--- src/rtl/serial_async_pkg.sv ---
// Shared types and helpers for the asynchronous serial transmitter/receiver pair.
package serial_async_pkg;

  typedef enum logic [2:0] {
    Ready      = 3'd0,
    RecvStart  = 3'd1,
    RecvData   = 3'd2,
    RecvParity = 3'd3,
    RecvStop   = 3'd4
  } t_rx_state;

  // Main-clock cycles per serial bit (integer division).
  function automatic int unsigned clks_per_bit(input int unsigned main_hz,
                                               input int unsigned serial_hz);
    return main_hz / serial_hz;
  endfunction

endpackage

--- src/rtl/serial_async_rx_sync_ff.sv ---
// Generic multi-flop synchroniser for a single asynchronous bit.
module sync_ff #(
  parameter int unsigned STAGES    = 2,
  parameter logic        RESET_VAL = 1'b1
) (
  input  logic in_clk,
  input  logic in_rst,
  input  logic d,
  output logic q
);

  logic [STAGES-1:0] chain_q;

  // Shift the asynchronous input through the flop chain.
  always_ff @(posedge in_clk or posedge in_rst) begin
    if (in_rst) chain_q <= {STAGES{RESET_VAL}};
    else        chain_q <= {chain_q[STAGES-2:0], d};
  end

  assign q = chain_q[STAGES-1];

endmodule

--- src/rtl/serial_async_rx.sv ---
// Oversampling asynchronous serial receiver with parity and framing checks.
module serial_async_rx
  import serial_async_pkg::*;
#(
  parameter int unsigned MAIN_CLK_HZ          = 50_000_000,
  parameter int unsigned SERIAL_CLK_HZ        = 9_600,
  parameter logic        SERIAL_DATA_INACTIVE = 1'b1,
  parameter int unsigned BITS                 = 8,
  parameter int unsigned START_BITS           = 1,
  parameter int unsigned PARITY_BITS          = 0,
  parameter logic        PARITY_ODD           = 1'b0,
  parameter int unsigned STOP_BITS            = 1,
  parameter logic        LOWBIT_FIRST         = 1'b1,
  parameter int unsigned SYNC_STAGES          = 2
) (
  input  logic            in_clk,
  input  logic            in_rst,
  input  logic            in_serial,
  output logic            out_ready,
  output logic            out_valid,
  output logic [BITS-1:0] out_parallel,
  output logic            out_frame_err,
  output logic            out_parity_err
);

  localparam int unsigned CLKS_PER_BIT = clks_per_bit(MAIN_CLK_HZ, SERIAL_CLK_HZ);
  localparam int unsigned BAUD_W       = $clog2(CLKS_PER_BIT) + 1;
  localparam int unsigned BIT_W        = $clog2(BITS) + 1;

  generate
    if (CLKS_PER_BIT < 4) begin : g_bad_cpb
      $error("serial_async_rx: CLKS_PER_BIT must be at least 4");
    end
    if (SYNC_STAGES < 2) begin : g_bad_sync
      $error("serial_async_rx: SYNC_STAGES must be at least 2");
    end
  endgenerate

  logic              line_s;
  t_rx_state         state_q, state_d;
  logic [BAUD_W-1:0] baud_q;
  logic [BIT_W-1:0]  bit_q;
  logic [BIT_W-1:0]  data_pos;
  logic [BITS-1:0]   shift_q, shift_d;
  logic              frame_err_q, frame_err_d;
  logic              parity_err_q, parity_err_d;
  logic              tick;
  logic              deliver;

  sync_ff #(
    .STAGES    (SYNC_STAGES),
    .RESET_VAL (SERIAL_DATA_INACTIVE)
  ) u_sync (
    .in_clk (in_clk),
    .in_rst (in_rst),
    .d      (in_serial),
    .q      (line_s)
  );

  // Next-state logic: sampling decisions at each baud-counter expiry.
  always_comb begin
    state_d      = state_q;
    shift_d      = shift_q;
    frame_err_d  = frame_err_q;
    parity_err_d = parity_err_q;
    deliver      = 1'b0;
    tick         = (baud_q == BAUD_W'(1));
    data_pos     = LOWBIT_FIRST ? bit_q : (BIT_W'(BITS - 1) - bit_q);
    case (state_q)
      Ready: begin
        if (line_s != SERIAL_DATA_INACTIVE) begin
          state_d      = RecvStart;
          frame_err_d  = 1'b0;
          parity_err_d = 1'b0;
        end
      end
      RecvStart: begin
        if (tick) begin
          // An idle level on the first start sample means the edge was a glitch.
          if (bit_q == '0 && line_s == SERIAL_DATA_INACTIVE) begin
            state_d = Ready;
          end else begin
            if (line_s == SERIAL_DATA_INACTIVE) frame_err_d = 1'b1;
            if (bit_q == BIT_W'(START_BITS - 1)) state_d = RecvData;
          end
        end
      end
      RecvData: begin
        if (tick) begin
          for (int unsigned i = 0; i < BITS; i++) begin
            if (BIT_W'(i) == data_pos) shift_d[i] = line_s;
          end
          if (bit_q == BIT_W'(BITS - 1)) state_d = (PARITY_BITS != 0) ? RecvParity : RecvStop;
        end
      end
      RecvParity: begin
        if (tick) begin
          parity_err_d = (((^shift_q) ^ line_s) != PARITY_ODD);
          state_d      = RecvStop;
        end
      end
      RecvStop: begin
        if (tick) begin
          if (line_s == 1'b0) frame_err_d = 1'b1;
          if (bit_q == BIT_W'(STOP_BITS - 1)) begin
            state_d = Ready;
            deliver = 1'b1;
          end
        end
      end
      default: state_d = Ready;
    endcase
  end

  // Idle indication decoded from the state register.
  always_comb begin
    out_ready = (state_q == Ready);
  end

  // State, counters, shift register, error latches and delivered outputs.
  always_ff @(posedge in_clk or posedge in_rst) begin
    if (in_rst) begin
      state_q        <= Ready;
      baud_q         <= '0;
      bit_q          <= '0;
      shift_q        <= '0;
      frame_err_q    <= 1'b0;
      parity_err_q   <= 1'b0;
      out_valid      <= 1'b0;
      out_parallel   <= '0;
      out_frame_err  <= 1'b0;
      out_parity_err <= 1'b0;
    end else begin
      state_q      <= state_d;
      shift_q      <= shift_d;
      frame_err_q  <= frame_err_d;
      parity_err_q <= parity_err_d;
      out_valid    <= deliver;
      // Half-bit preload puts every later sample in the middle of its bit.
      if (state_q == Ready) baud_q <= (state_d == RecvStart) ? BAUD_W'(CLKS_PER_BIT / 2) : '0;
      else if (tick)        baud_q <= BAUD_W'(CLKS_PER_BIT);
      else                  baud_q <= baud_q - BAUD_W'(1);
      if (state_d != state_q)              bit_q <= '0;
      else if (tick && state_q != Ready)   bit_q <= bit_q + BIT_W'(1);
      if (deliver) begin
        out_parallel   <= shift_q;
        out_frame_err  <= frame_err_d;
        out_parity_err <= (PARITY_BITS != 0) ? parity_err_q : 1'b0;
      end
    end
  end

endmodule

--- config.mk ---
export PLATFORM = sky130hd
export DESIGN_NAME = serial_async_rx
export DESIGN_NICKNAME = d
export VERILOG_FILES = /design/src/rtl/serial_async_pkg.sv /design/src/rtl/serial_async_rx_sync_ff.sv /design/src/rtl/serial_async_rx.sv
export SDC_FILE = /design/constraint.sdc
export NUM_CORES = 1
export LEC_CHECK = 0
export CORE_MARGIN = 8
export CORE_UTILIZATION = 40
export CTS_BUF_LIST = sky130_fd_sc_hd__clkbuf_4
export DETAILED_ROUTE_END_ITERATION = 8
export GPL_ROUTABILITY_DRIVEN = 0
export SLEW_MARGIN = 20
export SYNTH_ARGS = -nofsm -noshare
export SYNTH_HDL_FRONTEND = slang
export SYNTH_SLANG_ARGS = --single-unit
export TNS_END_PERCENT = 10
--- constraint.sdc ---
create_clock -name in_clk -period 4.2 [get_ports in_clk]
set_clock_uncertainty 0.1 [all_clocks]
set_input_delay 1.26 -clock in_clk [delete_from_list [all_inputs] [get_ports in_clk]]
set_output_delay 1.26 -clock in_clk [all_outputs]
set_load 0.02 [all_outputs]
# After elaboration in Yosys (flattened, before gate mapping)
# Index checks and enable logic that the tools add are counted.
totals:
  output_inout_bits: 12
  in_bits: 3
  reg_bits: 42
  wordCells: 72
op_classes:
  n_reduce_logical: 14
  muxes: 25
  n_eq_ne: 15
  n_addsub: 2
op_table:
  columns: ["cell", "count"]
  rows:
  - ["$mux 14", 2]
  - ["$mux 3", 9]
  - ["$reduce_and 3->1", 8]
  - ["$eq 3x4->1 const A", 4]
  - ["$pmux 3 s5", 1]
  - ["$eq 14x1->1 const B", 1]
  - ["$sub 14x1->14 const B", 1]
  - ["$mux 12", 1]
  - ["$mux 1", 9]
  - ["$eq 2x4->1 const A", 2]
  - ["$mux 4", 2]
  - ["$eq 3x1->1 const B", 2]
  - ["$eq 3x2->1 const B", 2]
  - ["$add 4x1->4 const B", 1]
  - ["$eq 1x4->1 const A", 1]
  - ["$eq 4x3->1 const B", 1]
  - ["$logic_not 4->1", 1]
  - ["$eq 3x3->1 const B", 1]
  - ["$logic_not 3->1", 1]
  - ["$ne 3x3->1", 1]
  - ["$pmux 1 s3", 1]
  - ["$reduce_bool 3->1", 1]
  - ["$logic_and 1x1->1", 2]
  - ["$reduce_bool 2->1", 1]

# Longest topological paths before layout
logic_depth:
  ltp_word: 8
  mapped_depth: 8
  ltp_nobuf: 6

# By module
# A second synthesis with hierarchy kept.
unflattened:
  cells_unflattened: 192
  area_unflattened_um2: 2083.2
by_module_without_submodules:
  columns: ["module", "seq_area_each_um2", "cells_per_inst", "instances", "area_each_um2"]
  rows:
  - ["serial_async_rx", 1001.0, 189, 1, 2026.9]
  - ["sync_ff", 52.6, 3, 1, 56.3]

# Least setup slack after synthesis
# OpenSTA, ideal clock, no wires.
synth_path:
  path_kind: "reg2out"
  startpoint: "register state_q[2]"
  endpoint: "output port out_ready"
  t_arrival_ns: 1.402
  slack_ns: 1.438
  required_time_ns: 2.840
  path_buffers: 2
  stages_incl_launch_ff: 5
  path_cell_list: "dfrtp_1 > clkbuf_1 > or3_1 > inv_1 > clkbuf_1"
synth_between:
  elab_chain_cells: 1
synth_rtl:
  columns: ["item", "line_no", "source"]
  rows:
  - ["from (decl)", "serial_async_rx.sv:40", "t_rx_state state_q, state_d;"]
  - ["from (signal assigned)", "serial_async_rx.sv:123", "state_q <= Ready;"]
  - ["from (signal assigned)", "serial_async_rx.sv:134", "state_q <= state_d;"]
  - ["$logic_not 3->1", null, null]
  - ["to (decl)", "serial_async_rx.sv:19", "output logic out_ready,"]
# No other way between the ends.

# Worst setup path after layout
layout_path:
  startpoint: "register state_q[0]"
  endpoint: "output port out_ready"
# The elaborated chain is that of the path after synthesis.

==> reports/qor.txt <==
outcome - complete, no violations
Synth cell types - 37
hold buffers post-CTS - 0
Ant. Diodes - 0
WP data arrival - 2310 ps
# resized after CTS - 0
Post-Route WL - 4130 um
row cnt - 26
Reg clk slew, reported paths - 110 ps
drt wl/cell - 15.2 um
Die X - 87.5 um
Yosys Warn Count - 0
setup TNS - 0 ps
Syn Nets - 199
Worst Hold Class - register to register
final slew viol count - 0
via count - 1485
DR iter-0 viols - 93
CTS tree - built
worst hold margin - 266 ps
leading area contributor after synthesis - dfrtp_1
Setup Viol. Count Final - 0
sequential share of power - 59.6%
grt met3 use - 3.10%
area of the core - 5010 um2
EDFF count, synth - 0
met1 Use GR - 14.3%
crit-path max FO - 11
critical path required time - 2840 ps
Worst Setup End Kind - primary output
clk buf depth - 2
Internal - 0.548 mW
Tot GR Track Use - 12.0%
worst-skew pair later-pin latency - 350 ps
top cells by area, synth - dfrtp_1 49%, mux2_2 9.4%, ha_1 3.7%
port bufs - 13
Clock power frac - 38.7%
Final period util - 87.3%
final hold vios - 0
Critical Path Start Type - register
placed cell area - 2230 um2
RSZ-0062 raised after global routing - no
# Post-CTS Setup Buffers - 0
GR Util met2 - 20.1%
Post-Syn Area - 2050 um2
Core Util, Final - 46.1%
Die Span Y - 87.5 um
# fillers - 474
CTS Root Cell - clkbuf_4
area of the multi-input gates - 921 um2
Initial Util - 40.9%
Num CTS Buffers - 5
switching pwr - 0.136 mW
# DRC - 0
clock sink total - 42
worst slew pin tran - 857 ps
remaining antenna violation count after routing - 0
dominant cell by count in the synthesized netlist - dfrtp_1
Final Power - 0.684 mW
I/O pins - 15
PD cells - 296 nW/um2
sw frac - 19.8%
DRT Pass-1 Iters - 4
critical path class - register to primary output
synth-to-layout area growth - 12.8%
vias per inst - 5.48
GRT busiest layer - met2
VDD IR-drop max - 112 uV
fin crit period - 3670 ps
gr ovfl total - 0
DP Wirelength - 2960 um
Async SR Flop Fraction - 100%
share of cells above drive strength 1 - 15.9%
first-pass GRT wire length - 7180 um
Final #Nets - 209
Avg Cell Area, Syn - 10.8 um2
Pleak - 0.969 nW
largest net degree at the start of global routing - 23
design area - 2310 um2
die area - 7660 um2
FF+latch area - 1050 um2
Max-slew headroom - 42.3%
vias in the first global route - 1518
Yosys reg bits - 42
max cap viols - 0
H-tree lvl count - 2
Synth top area share - 48.9%
cells after synthesis - 190
combinational fraction of design power - 1.7%
sequential-to-total area share from yosys stat - 51.5%
Synth top cells by count - 40 x dfrtp_1, 17 x mux2_2, 13 x nor2_1, 11 x o21ai_0
prevailing post-synth register cell - dfrtp_1
fmax - 273 MHz
initial antenna violation count - 0
==> critical path: stages, from the launching register on <==
cell and delay, ps:
dfrtp_1 510, or3_1 460, inv_1 300, clkdlybuf4s50_1 680
==> power by group through the flow <==
stage | registers [mW] | logic, mW | clock network [mW]
after floorplan | 0.414 | 0.00909 | 0
after global placement | 0.415 | 0.0116 | 0
after detailed placement | 0.416 | 0.0122 | 0
after CTS | 0.408 | 0.0122 | 0.272
after global routing | 0.408 | 0.0137 | 0.289
final | 0.408 | 0.0116 | 0.264
==> cells in the final DEF (no fill, tap or decap), types with 2 or more instances in the layout <==
master           count
a211oi_1             3
a21oi_1              6
and3_1               3
clkbuf_4             7
clkdlybuf4s50_1     13
dfrtp_1             40
dfstp_2              2
ha_1                 6
inv_1                7
mux2_2              17
nand2_1              7
nand2b_1             3
nand3_1              6
nand4_1              9
nor2_1              13
nor3_1               6
nor3b_1              2
nor4_1               5
o21ai_0             11
o31ai_1              2
or3_1                3
or4_1                5
xnor2_1              7
xor2_1               4
==> flip-flops by register name (all words and copies together) (netlist names) <==
signal,count
baud_q,14
bit_q,4
frame_err_q,1
out_frame_err,1
out_parallel,8
out_valid,1
shift_q,8
state_q,3
u_sync.chain_q,2
==> kinds of logic after synthesis <==
logic type / count (synthesis) / share of synthesized area (%)
AOI/OAI and AO/OA: 29 / 8.92
xor gates and xnor gates: 11 / 4.71
adders and majority gates: 6 / 3.67
buffers and inverters: 18 / 3.55
DFF: 42 / 51.5
muxes: 17 / 9.35
other: 1 / 0.183
and+or+nand+nor: 66 / 18.2
==> metal layers <==
layer / routed length [um] / vias to the layer above
met5: 0 / -
met4: 80 / 0
met3: 227 / 8
met2: 2020 / 40
met1: 1800 / 735
li1: - / 702
==> metrics by stage <==
| step | std cells | setup slack (ps) |
|---|---|---|
| floorplan | 190 | 1440 |
| global placement | 263 | 1020 |
| detailed placement | 263 | 956 |
| CTS | 271 | 551 |
| global route | 271 | 453 |
| finish | 271 | 534 |
==> worst paths after layout <==
kind	startpoint	end	slack [ps]	cells after the start
min in group asynchronous	in_rst	out_parallel[7]$_DFFE_PP0P_	1230	2
max in group asynchronous	in_rst	baud_q[5]$_DFF_PP0_	1990	3
worst min-delay path	u_sync.chain_q[0]$_DFF_PP1_	u_sync.chain_q[1]$_DFF_PP1_	270	0
worst min register to register	u_sync.chain_q[0]$_DFF_PP1_	u_sync.chain_q[1]$_DFF_PP1_	270	0
worst max register to register	baud_q[1]$_DFF_PP0_	bit_q[1]$_DFFE_PP0P_	1190	6
worst max-delay path	state_q[0]$_DFF_PP0_	out_ready	530	3
==> final cells by class <==
type	count	area share [%]
multi-input combinational	130	39.9
inverter	7	1.14
clock buffer	7	2.28
sequential	42	45.6
tap	70	3.79
clock inverter	1	1.30
timing repair buffer	14	5.96
Note: power is estimated with default switching activity, not from simulation.
